### src/rtl/slv_mailbox_pkg.sv
// slv_mailbox_pkg
//  Shared definitions for the slave-bus mailbox: register word offsets,
//  STATUS / CTRL bit positions and the TXDATA byte-lane merge helper.
package slv_mailbox_pkg;

    // Register word offsets, decoded from slv_adr_i[3:1].
    typedef enum logic [2:0] {
        ADR_TXDATA = 3'd0,
        ADR_RXDATA = 3'd1,
        ADR_STATUS = 3'd2,
        ADR_COUNT  = 3'd3,
        ADR_CTRL   = 3'd4
    } mbx_reg_e;

    // STATUS bit positions.
    localparam int ST_H2F_EMPTY = 0;
    localparam int ST_H2F_FULL  = 1;
    localparam int ST_F2H_EMPTY = 2;
    localparam int ST_F2H_FULL  = 3;
    localparam int ST_H2F_OVF   = 4;
    localparam int ST_F2H_UDF   = 5;
    localparam int ST_IRQ       = 6;

    // CTRL bit positions (written through the low byte lane).
    localparam int CTRL_FLUSH_H2F = 0;
    localparam int CTRL_FLUSH_F2H = 1;
    localparam int CTRL_CLR_STICKY = 2;
    localparam int CTRL_IRQ_EN    = 3;

    // Disabled byte lanes are stored as zero rather than left unchanged,
    // since each TXDATA write creates a fresh FIFO word.
    function automatic logic [15:0] merge_lanes(input logic [15:0] dat,
                                                input logic [1:0]  sel);
        merge_lanes = {sel[1] ? dat[15:8] : 8'h00,
                       sel[0] ? dat[7:0]  : 8'h00};
    endfunction

endpackage

### src/rtl/slv_mailbox_fifo.sv
// mbx_fifo
//  Synchronous first-word-fall-through FIFO used for both mailbox directions.
//  Ports:
//   clk, srst      clock, synchronous active-high reset
//   push, din      write request and data; accepted if not full, or if a
//                  pop happens in the same cycle (the pop frees the slot)
//   pop            read request; ignored while empty
//   flush          empties the FIFO on the next edge, discarding any
//                  same-cycle push/pop
//   dout           head word (0 while empty)
//   empty, full    flags derived from the registered count
//   count          occupancy 0..2**DEPTH_LOG2
module mbx_fifo #(
    parameter int unsigned WIDTH      = 16,
    parameter int unsigned DEPTH_LOG2 = 4
) (
    input  logic                  clk,
    input  logic                  srst,
    input  logic                  push,
    input  logic                  pop,
    input  logic                  flush,
    input  logic [WIDTH-1:0]      din,
    output logic [WIDTH-1:0]      dout,
    output logic                  empty,
    output logic                  full,
    output logic [DEPTH_LOG2:0]   count
);

    localparam int unsigned DEPTH = 1 << DEPTH_LOG2;
    localparam logic [DEPTH_LOG2:0] FULL_COUNT = {1'b1, {DEPTH_LOG2{1'b0}}};

    logic [WIDTH-1:0]      mem [DEPTH];
    logic [DEPTH_LOG2-1:0] wr_ptr_reg;
    logic [DEPTH_LOG2-1:0] rd_ptr_reg;
    logic [DEPTH_LOG2:0]   count_reg;
    logic                  do_push;
    logic                  do_pop;

    assign empty = (count_reg == '0);
    assign full  = (count_reg == FULL_COUNT);
    assign count = count_reg;

    assign do_pop  = pop & ~empty & ~flush;
    assign do_push = push & (~full | do_pop) & ~flush;

    // Head is read asynchronously so the word is visible the cycle after
    // it is written; gating with empty keeps dout at 0 after reset/flush
    // even though the storage itself is never cleared.
    assign dout = empty ? '0 : mem[rd_ptr_reg];

    always_ff @(posedge clk) begin
        if (do_push) begin
            mem[wr_ptr_reg] <= din;
        end
    end

    always_ff @(posedge clk) begin
        if (srst || flush) begin
            wr_ptr_reg <= '0;
            rd_ptr_reg <= '0;
            count_reg  <= '0;
        end else begin
            if (do_push) begin
                wr_ptr_reg <= wr_ptr_reg + 1'b1;
            end
            if (do_pop) begin
                rd_ptr_reg <= rd_ptr_reg + 1'b1;
            end
            case ({do_push, do_pop})
                2'b10:   count_reg <= count_reg + 1'b1;
                2'b01:   count_reg <= count_reg - 1'b1;
                default: count_reg <= count_reg;
            endcase
        end
    end

endmodule

### src/rtl/slv_mailbox.sv
// slv_mailbox
//  Register-mapped mailbox on one BAR of the TLP engine slave bus.
//  Host writes to TXDATA feed the host-to-fabric FIFO (drained by a
//  valid/ready stream); fabric words land in the fabric-to-host FIFO,
//  popped by host reads of RXDATA. STATUS, COUNT, CTRL and a level irq.
//  Ports:
//   pcie_clk, sys_rst             clock, synchronous active-high reset
//   slv_bar_i/ce/we/adr/dat/sel   slave bus request
//   slv_dat_o                     registered read data (1-cycle latency)
//   h2f_data/valid/ready          host-to-fabric stream
//   f2h_data/valid/ready          fabric-to-host stream
//   irq                           level interrupt (irq_en & F2H not empty)
module slv_mailbox
    import slv_mailbox_pkg::*;
#(
    parameter int unsigned BAR_IDX    = 1,
    parameter int unsigned DEPTH_LOG2 = 4
) (
    input  logic         pcie_clk,
    input  logic         sys_rst,
    input  logic [6:0]   slv_bar_i,
    input  logic         slv_ce_i,
    input  logic         slv_we_i,
    input  logic [19:1]  slv_adr_i,
    input  logic [15:0]  slv_dat_i,
    input  logic [1:0]   slv_sel_i,
    output logic [15:0]  slv_dat_o,
    output logic [15:0]  h2f_data,
    output logic         h2f_valid,
    input  logic         h2f_ready,
    input  logic [15:0]  f2h_data,
    input  logic         f2h_valid,
    output logic         f2h_ready,
    output logic         irq
);

    logic                access;
    logic                wr_access;
    logic                rd_access;
    logic [2:0]          reg_adr;
    logic                tx_push;
    logic                rx_pop;
    logic                ctrl_wr;
    logic                flush_h2f;
    logic                flush_f2h;
    logic                clr_sticky;
    logic                h2f_pop;
    logic                ovf_set;
    logic                udf_set;

    logic                h2f_empty, h2f_full;
    logic                f2h_empty, f2h_full;
    logic [DEPTH_LOG2:0] h2f_count, f2h_count;
    logic [15:0]         f2h_head;

    logic [15:0]         slv_dat_reg, slv_dat_next;
    logic                ovf_reg;
    logic                udf_reg;
    logic                irq_en_reg;
    logic                irq_reg;

    // Only slv_adr_i[3:1] and one BAR bit are decoded.
    logic                unused_bus_bits;
    assign unused_bus_bits = ^{slv_adr_i[19:4], slv_bar_i};

    assign access    = slv_ce_i & slv_bar_i[BAR_IDX];
    assign wr_access = access & slv_we_i;
    assign rd_access = access & ~slv_we_i;
    assign reg_adr   = slv_adr_i[3:1];

    assign tx_push    = wr_access & (reg_adr == ADR_TXDATA) & (|slv_sel_i);
    assign rx_pop     = rd_access & (reg_adr == ADR_RXDATA);
    assign ctrl_wr    = wr_access & (reg_adr == ADR_CTRL) & slv_sel_i[0];
    assign flush_h2f  = ctrl_wr & slv_dat_i[CTRL_FLUSH_H2F];
    assign flush_f2h  = ctrl_wr & slv_dat_i[CTRL_FLUSH_F2H];
    assign clr_sticky = ctrl_wr & slv_dat_i[CTRL_CLR_STICKY];

    assign h2f_valid = ~h2f_empty;
    assign h2f_pop   = h2f_valid & h2f_ready;
    assign f2h_ready = ~f2h_full;

    // A write into a full H2F is only lost when the fabric is not popping
    // in the same cycle; a flush discards the write without flagging it.
    assign ovf_set = tx_push & h2f_full & ~h2f_pop & ~flush_h2f;
    assign udf_set = rx_pop & f2h_empty & ~flush_f2h;

    mbx_fifo #(
        .WIDTH      (16),
        .DEPTH_LOG2 (DEPTH_LOG2)
    ) u_h2f_fifo (
        .clk   (pcie_clk),
        .srst  (sys_rst),
        .push  (tx_push),
        .pop   (h2f_pop),
        .flush (flush_h2f),
        .din   (merge_lanes(slv_dat_i, slv_sel_i)),
        .dout  (h2f_data),
        .empty (h2f_empty),
        .full  (h2f_full),
        .count (h2f_count)
    );

    // The fabric word is offered straight to the FIFO: while full it is
    // still taken if the host pops RXDATA in the same cycle, so a word
    // presented against a stale f2h_ready=0 is not lost in that case.
    mbx_fifo #(
        .WIDTH      (16),
        .DEPTH_LOG2 (DEPTH_LOG2)
    ) u_f2h_fifo (
        .clk   (pcie_clk),
        .srst  (sys_rst),
        .push  (f2h_valid),
        .pop   (rx_pop),
        .flush (flush_f2h),
        .din   (f2h_data),
        .dout  (f2h_head),
        .empty (f2h_empty),
        .full  (f2h_full),
        .count (f2h_count)
    );

    // Read mux; f2h_head is already 0 when F2H is empty.
    always_comb begin
        slv_dat_next = '0;
        case (reg_adr)
            ADR_RXDATA: slv_dat_next = f2h_head;
            ADR_STATUS: begin
                slv_dat_next[ST_H2F_EMPTY] = h2f_empty;
                slv_dat_next[ST_H2F_FULL]  = h2f_full;
                slv_dat_next[ST_F2H_EMPTY] = f2h_empty;
                slv_dat_next[ST_F2H_FULL]  = f2h_full;
                slv_dat_next[ST_H2F_OVF]   = ovf_reg;
                slv_dat_next[ST_F2H_UDF]   = udf_reg;
                slv_dat_next[ST_IRQ]       = irq_reg;
            end
            ADR_COUNT:  slv_dat_next = {8'(f2h_count), 8'(h2f_count)};
            ADR_CTRL:   slv_dat_next = {15'd0, irq_en_reg};
            default:    slv_dat_next = '0;
        endcase
    end

    always_ff @(posedge pcie_clk) begin
        if (sys_rst) begin
            slv_dat_reg <= '0;
            ovf_reg     <= 1'b0;
            udf_reg     <= 1'b0;
            irq_en_reg  <= 1'b0;
            irq_reg     <= 1'b0;
        end else begin
            if (rd_access) begin
                slv_dat_reg <= slv_dat_next;
            end
            // Set dominates a same-cycle clear.
            ovf_reg <= ovf_set | (ovf_reg & ~clr_sticky);
            udf_reg <= udf_set | (udf_reg & ~clr_sticky);
            if (ctrl_wr) begin
                irq_en_reg <= slv_dat_i[CTRL_IRQ_EN];
            end
            irq_reg <= irq_en_reg & ~f2h_empty;
        end
    end

    assign slv_dat_o = slv_dat_reg;
    assign irq       = irq_reg;

endmodule

### config.mk
export PLATFORM = sky130hd
export DESIGN_NAME = slv_mailbox
export DESIGN_NICKNAME = d
export VERILOG_FILES = /design/src/rtl/slv_mailbox_pkg.sv /design/src/rtl/slv_mailbox_fifo.sv /design/src/rtl/slv_mailbox.sv
export SDC_FILE = /design/constraint.sdc
export NUM_CORES = 1
export LEC_CHECK = 0
export ABC_AREA = 1
export CELL_PAD_IN_SITES_DETAIL_PLACEMENT = 1
export CELL_PAD_IN_SITES_GLOBAL_PLACEMENT = 1
export CORE_MARGIN = 10
export CORE_UTILIZATION = 30
export CTS_CLUSTER_SIZE = 20
export DETAILED_ROUTE_END_ITERATION = 16
export GPL_TIMING_DRIVEN = 0
export PLACE_DENSITY_LB_ADDON = 0.1
export SLEW_MARGIN = 20
export SYNTH_ARGS = -nofsm -noshare
export SYNTH_HDL_FRONTEND = slang
export SYNTH_HIERARCHICAL = 1
export SYNTH_SLANG_ARGS = --single-unit
### constraint.sdc
create_clock -name pcie_clk -period 4.4 [get_ports pcie_clk]
set_clock_uncertainty 0.2 [all_clocks]
set_input_delay 1.32 -clock pcie_clk [delete_from_list [all_inputs] [get_ports pcie_clk]]
set_output_delay 1.32 -clock pcie_clk [all_outputs]
set_load 0.005 [all_outputs]
==> reports/results.tsv <==
stage	metric	value	unit
floorplanning	row count	103	
place	GP Congestion	0.8049	
critical_path	worst reg2reg setup slack	0.66	ns
yosys	Cell variety after synth	31	
critical_path	WP data required	2.88	ns
power_and_ir_drop	Reg power frac	51.2	%
critical_path	Max Fanout on Critical Path	10	
floorplanning	core area	78740	sq um
power_and_ir_drop	Logic pwr share	3.5	%
sta	Final Hold Viols	0	
global_routing	GR Overflow Total	0	
clock_tree	H-tree lvl count	3	
hold_path	hold path startpoint	udf_reg	
floorplanning	IO Pins	101	
place	Buffers on Ports	76	
layout	fraction of layout cells with a size suffix above 1	11.28	%
run	maximum capacitance violations	0	
clock_tree	TritonCTS clock tree	built	
yosys	syn_area_per_cell	10.91	sq um
sta	Final setup viols	0	
clock_tree	Worst-Skew Late Latency	0.61	ns
global_routing	Total Routing Usage GR	17.21	%
yosys	EDFF count, synth	512	
critical_path	CP bufs+invs	3	
routing	routed length per instance	22.80	um
layout	most frequent cells in the layout	790 x nand2_1, 512 x edfxtp_1, 414 x nand3_1, 85 x inv_1, 76 x clkdlybuf4s50_1	
clock_tree	Reg clk slew, reported paths	0.06	ns
critical_path	Levels on crit path	8	
clock_tree	Max clock buf depth	3	
sta	fmax	232.9	MHz
routing	Vias/cell	4.794	
yosys	Mapped Cells	2176	
critical_path	Worst path slowest cell	buf_1	
sta	Tmin final	4.294	ns
global_routing	vias in the first global route	17459	
power_and_ir_drop	clock share of power	45.3	%
critical_path	WP data arrival	2.77	ns
critical_path	Crit path max-delay family	buffers and inverters	
clock_tree	CTS Buf Count	68	
global_routing	pin count of the biggest net entering global routing	17	
layout	Final nets	2430	
layout	area grow syn2layout	19.49	%
sta	max-slew violations	0	
place	DPL Wire Length	54.68	mm
critical_path	Worst setup EP type	output pin	
critical_path	Cell Chain, Critical Path	inv_2 > buf_1 > nand3_1 > nand3_1 > nand2_1 > nand2_1 > a21oi_1 > clkdlybuf4s50_1	
critical_path	CP Launch Type	register	
routing	DRT Pass-1 Iters	5	
sta	slew of the pin with the lowest slew margin	1.010	ns
power_and_ir_drop	Net Sw Frac	22.31	%
routing	vias after detailed routing	16525	
floorplanning	Starting Density	30.15	%
clock_tree	Root Buffer	clkbuf_16	
power_and_ir_drop	P per Cell Area	407.6	nW/um^2
floorplanning	Die ar.	90780	sq um
yosys	YS warnings	6	
critical_path	critical path's largest stage delay	0.58	ns
sta	Hold WS	0.2688	ns
critical_path	end of the critical path	h2f_data[15]	
floorplanning	Die Y	301.3	um
yosys	async set-reset flop share out of synthesis	0	%
power_and_ir_drop	Lkg Pwr	10.45	nW
routing	Antenna Violating Nets Remaining	0	
yosys	post-synthesis cell area	23740	sq um
global_routing	first-pass GRT wire length	115.5	mm
critical_path	Reg2Reg Launch Point	u_h2f_fifo/count[0]	
yosys	Most used DFF post-synth	edfxtp_1	
routing	initial DRC count	1104	
layout	commonest non-fill, non-tap cell in the layout	nand2_1	
global_routing	antenna violations before repair	1	
sta	Rel. slew slack	32.47	%
status	status	completed	
power_and_ir_drop	internal power	8.981	mW
yosys	Seq cells post-synth	566	
critical_path	kind of critical path	reg2out	
routing	Residual DRC	0	
power_and_ir_drop	Switching Power	2.580	mW
power_and_ir_drop	Worst VDD drop	0.3036	mV
clock_tree	Clock Sinks	566	
routing	Routed WL	78.60	mm
sta	Final TNS setup	0	ns
critical_path	RR Endpoint	u_h2f_fifo/mem[6][7]	
hold_path	Hold Crit Class	reg2reg	
sta	Final Cycle Share	97.58	%
yosys	sequential share of the synthesized area	69.32	%
yosys	syn_nets	2260	
critical_path	R2R cell count	16	
floorplanning	Die Span X	301.3	um
-- repair_timing --
item / in CTS / in global routing
setup buffers: 0 / 1
gates resized for setup: 7 / 23
hold buffers: 0 / 0
setup endpoints to repair: 15 / 145
pin swaps: 0 / 1
-- worst min-delay path by stage --
stage	endpoint	slack, ns	cells past startpoint
floorplan	irq	0.23	2
global placement	udf_reg	0.25	2
detailed placement	slv_dat_o[6]	0.26	2
CTS	slv_dat_o[6]	0.27	2
global route	slv_dat_o[2]	0.30	2
finish	udf_reg	0.27	2
-- power groups by stage --
stage | clock (mW) | sequential [mW] | combinational (mW)
2_1_floorplan | 0 | 6.02 | 0.166
3_3_place_gp | 0 | 6.03 | 0.393
3_5_place_dp | 0 | 6.03 | 0.413
4_1_cts | 5.38 | 5.92 | 0.414
5_1_grt | 5.60 | 5.92 | 0.444
6_report | 5.24 | 5.92 | 0.404
-- synth_stat cells, types with 12 or more instances --
library cell | instances | share of area, %
a21oi_1 | 57 | 1.2
ha_1 | 18 | 0.95
edfxtp_1 | 512 | 65
nand4_1 | 12 | 0.32
inv_1 | 85 | 1.3
nor2_1 | 58 | 0.92
buf_2 | 29 | 0.61
buf_4 | 52 | 1.6
nand3_1 | 414 | 8.7
nand2_1 | 790 | 12
clkbuf_1 | 20 | 0.32
dfxtp_1 | 54 | 4.6
-- per-layer routing --
layer  wire, um  track usage [%]
met1      34330            21.73
met2      38960            29.94
met3       2573            2.144
met4       2732            6.066
met5          0                0
-- logic make-up after synthesis --
family | synth area share [%]
AND/OR/NAND/NOR | 22.88
flip-flops | 69.32
buffers and inverters | 4.343
AO/OA/AOI/OAI | 2.066
adder cells (fa/ha/maj) | 0.9488
XOR/XNOR | 0.4428
-- cell type report --
| cell class | count | area (sq um) |
|---|---|---|
| Sequential cell | 566 | 16460 |
| Tap cell | 1050 | 1314 |
| Clock inverter | 25 | 214.0 |
| Timing Repair Buffer | 101 | 1076 |
| Fill cell | 8685 | 50380 |
| Buffer | 111 | 696.9 |
| Multi-Input combinational cell | 1403 | 6425 |
| Inverter | 95 | 357.8 |
| Antenna cell | 3 | 7.507 |
| Clock buffer | 93 | 1817 |
-- per-stage QoR --
| step | power, mW | cells | area [sq um] | worst slack, ns | util (%) |
|---|---|---|---|---|---|
| after CTS | 11.71 | 3443 | 28280 | 0.003502 | 35.91 |
| after detailed placement | 6.444 | 3326 | 26240 | -0.7494 | 33.33 |
| final | 11.56 | 3447 | 28360 | 0.1064 | 36.02 |
| after floorplan | 6.191 | 2176 | 23740 | 0.5407 | - |
| after global routing | 11.96 | 3444 | 28360 | -0.001351 | 36.01 |
| after global placement | 6.423 | 3302 | 25810 | -1.451 | 32.78 |
-- worst reg2reg max path, stage by stage (launching register included) --
cell and delay (ns):
dfxtp_1 0.46, inv_1 0.07, nand2_1 0.08, nor2_1 0.07, nand2_1 0.12, clkinv_2 0.19, buf_4 0.29, inv_1 0.11
nand2_1 0.09, inv_1 0.09, inv_1 0.05, o211ai_2 0.25, nand3b_2 0.19, inv_1 0.14, nand2_1 0.22, nor2_2 0.59
buf_8 0.24
Note: power is estimated with default switching activity, not from simulation.
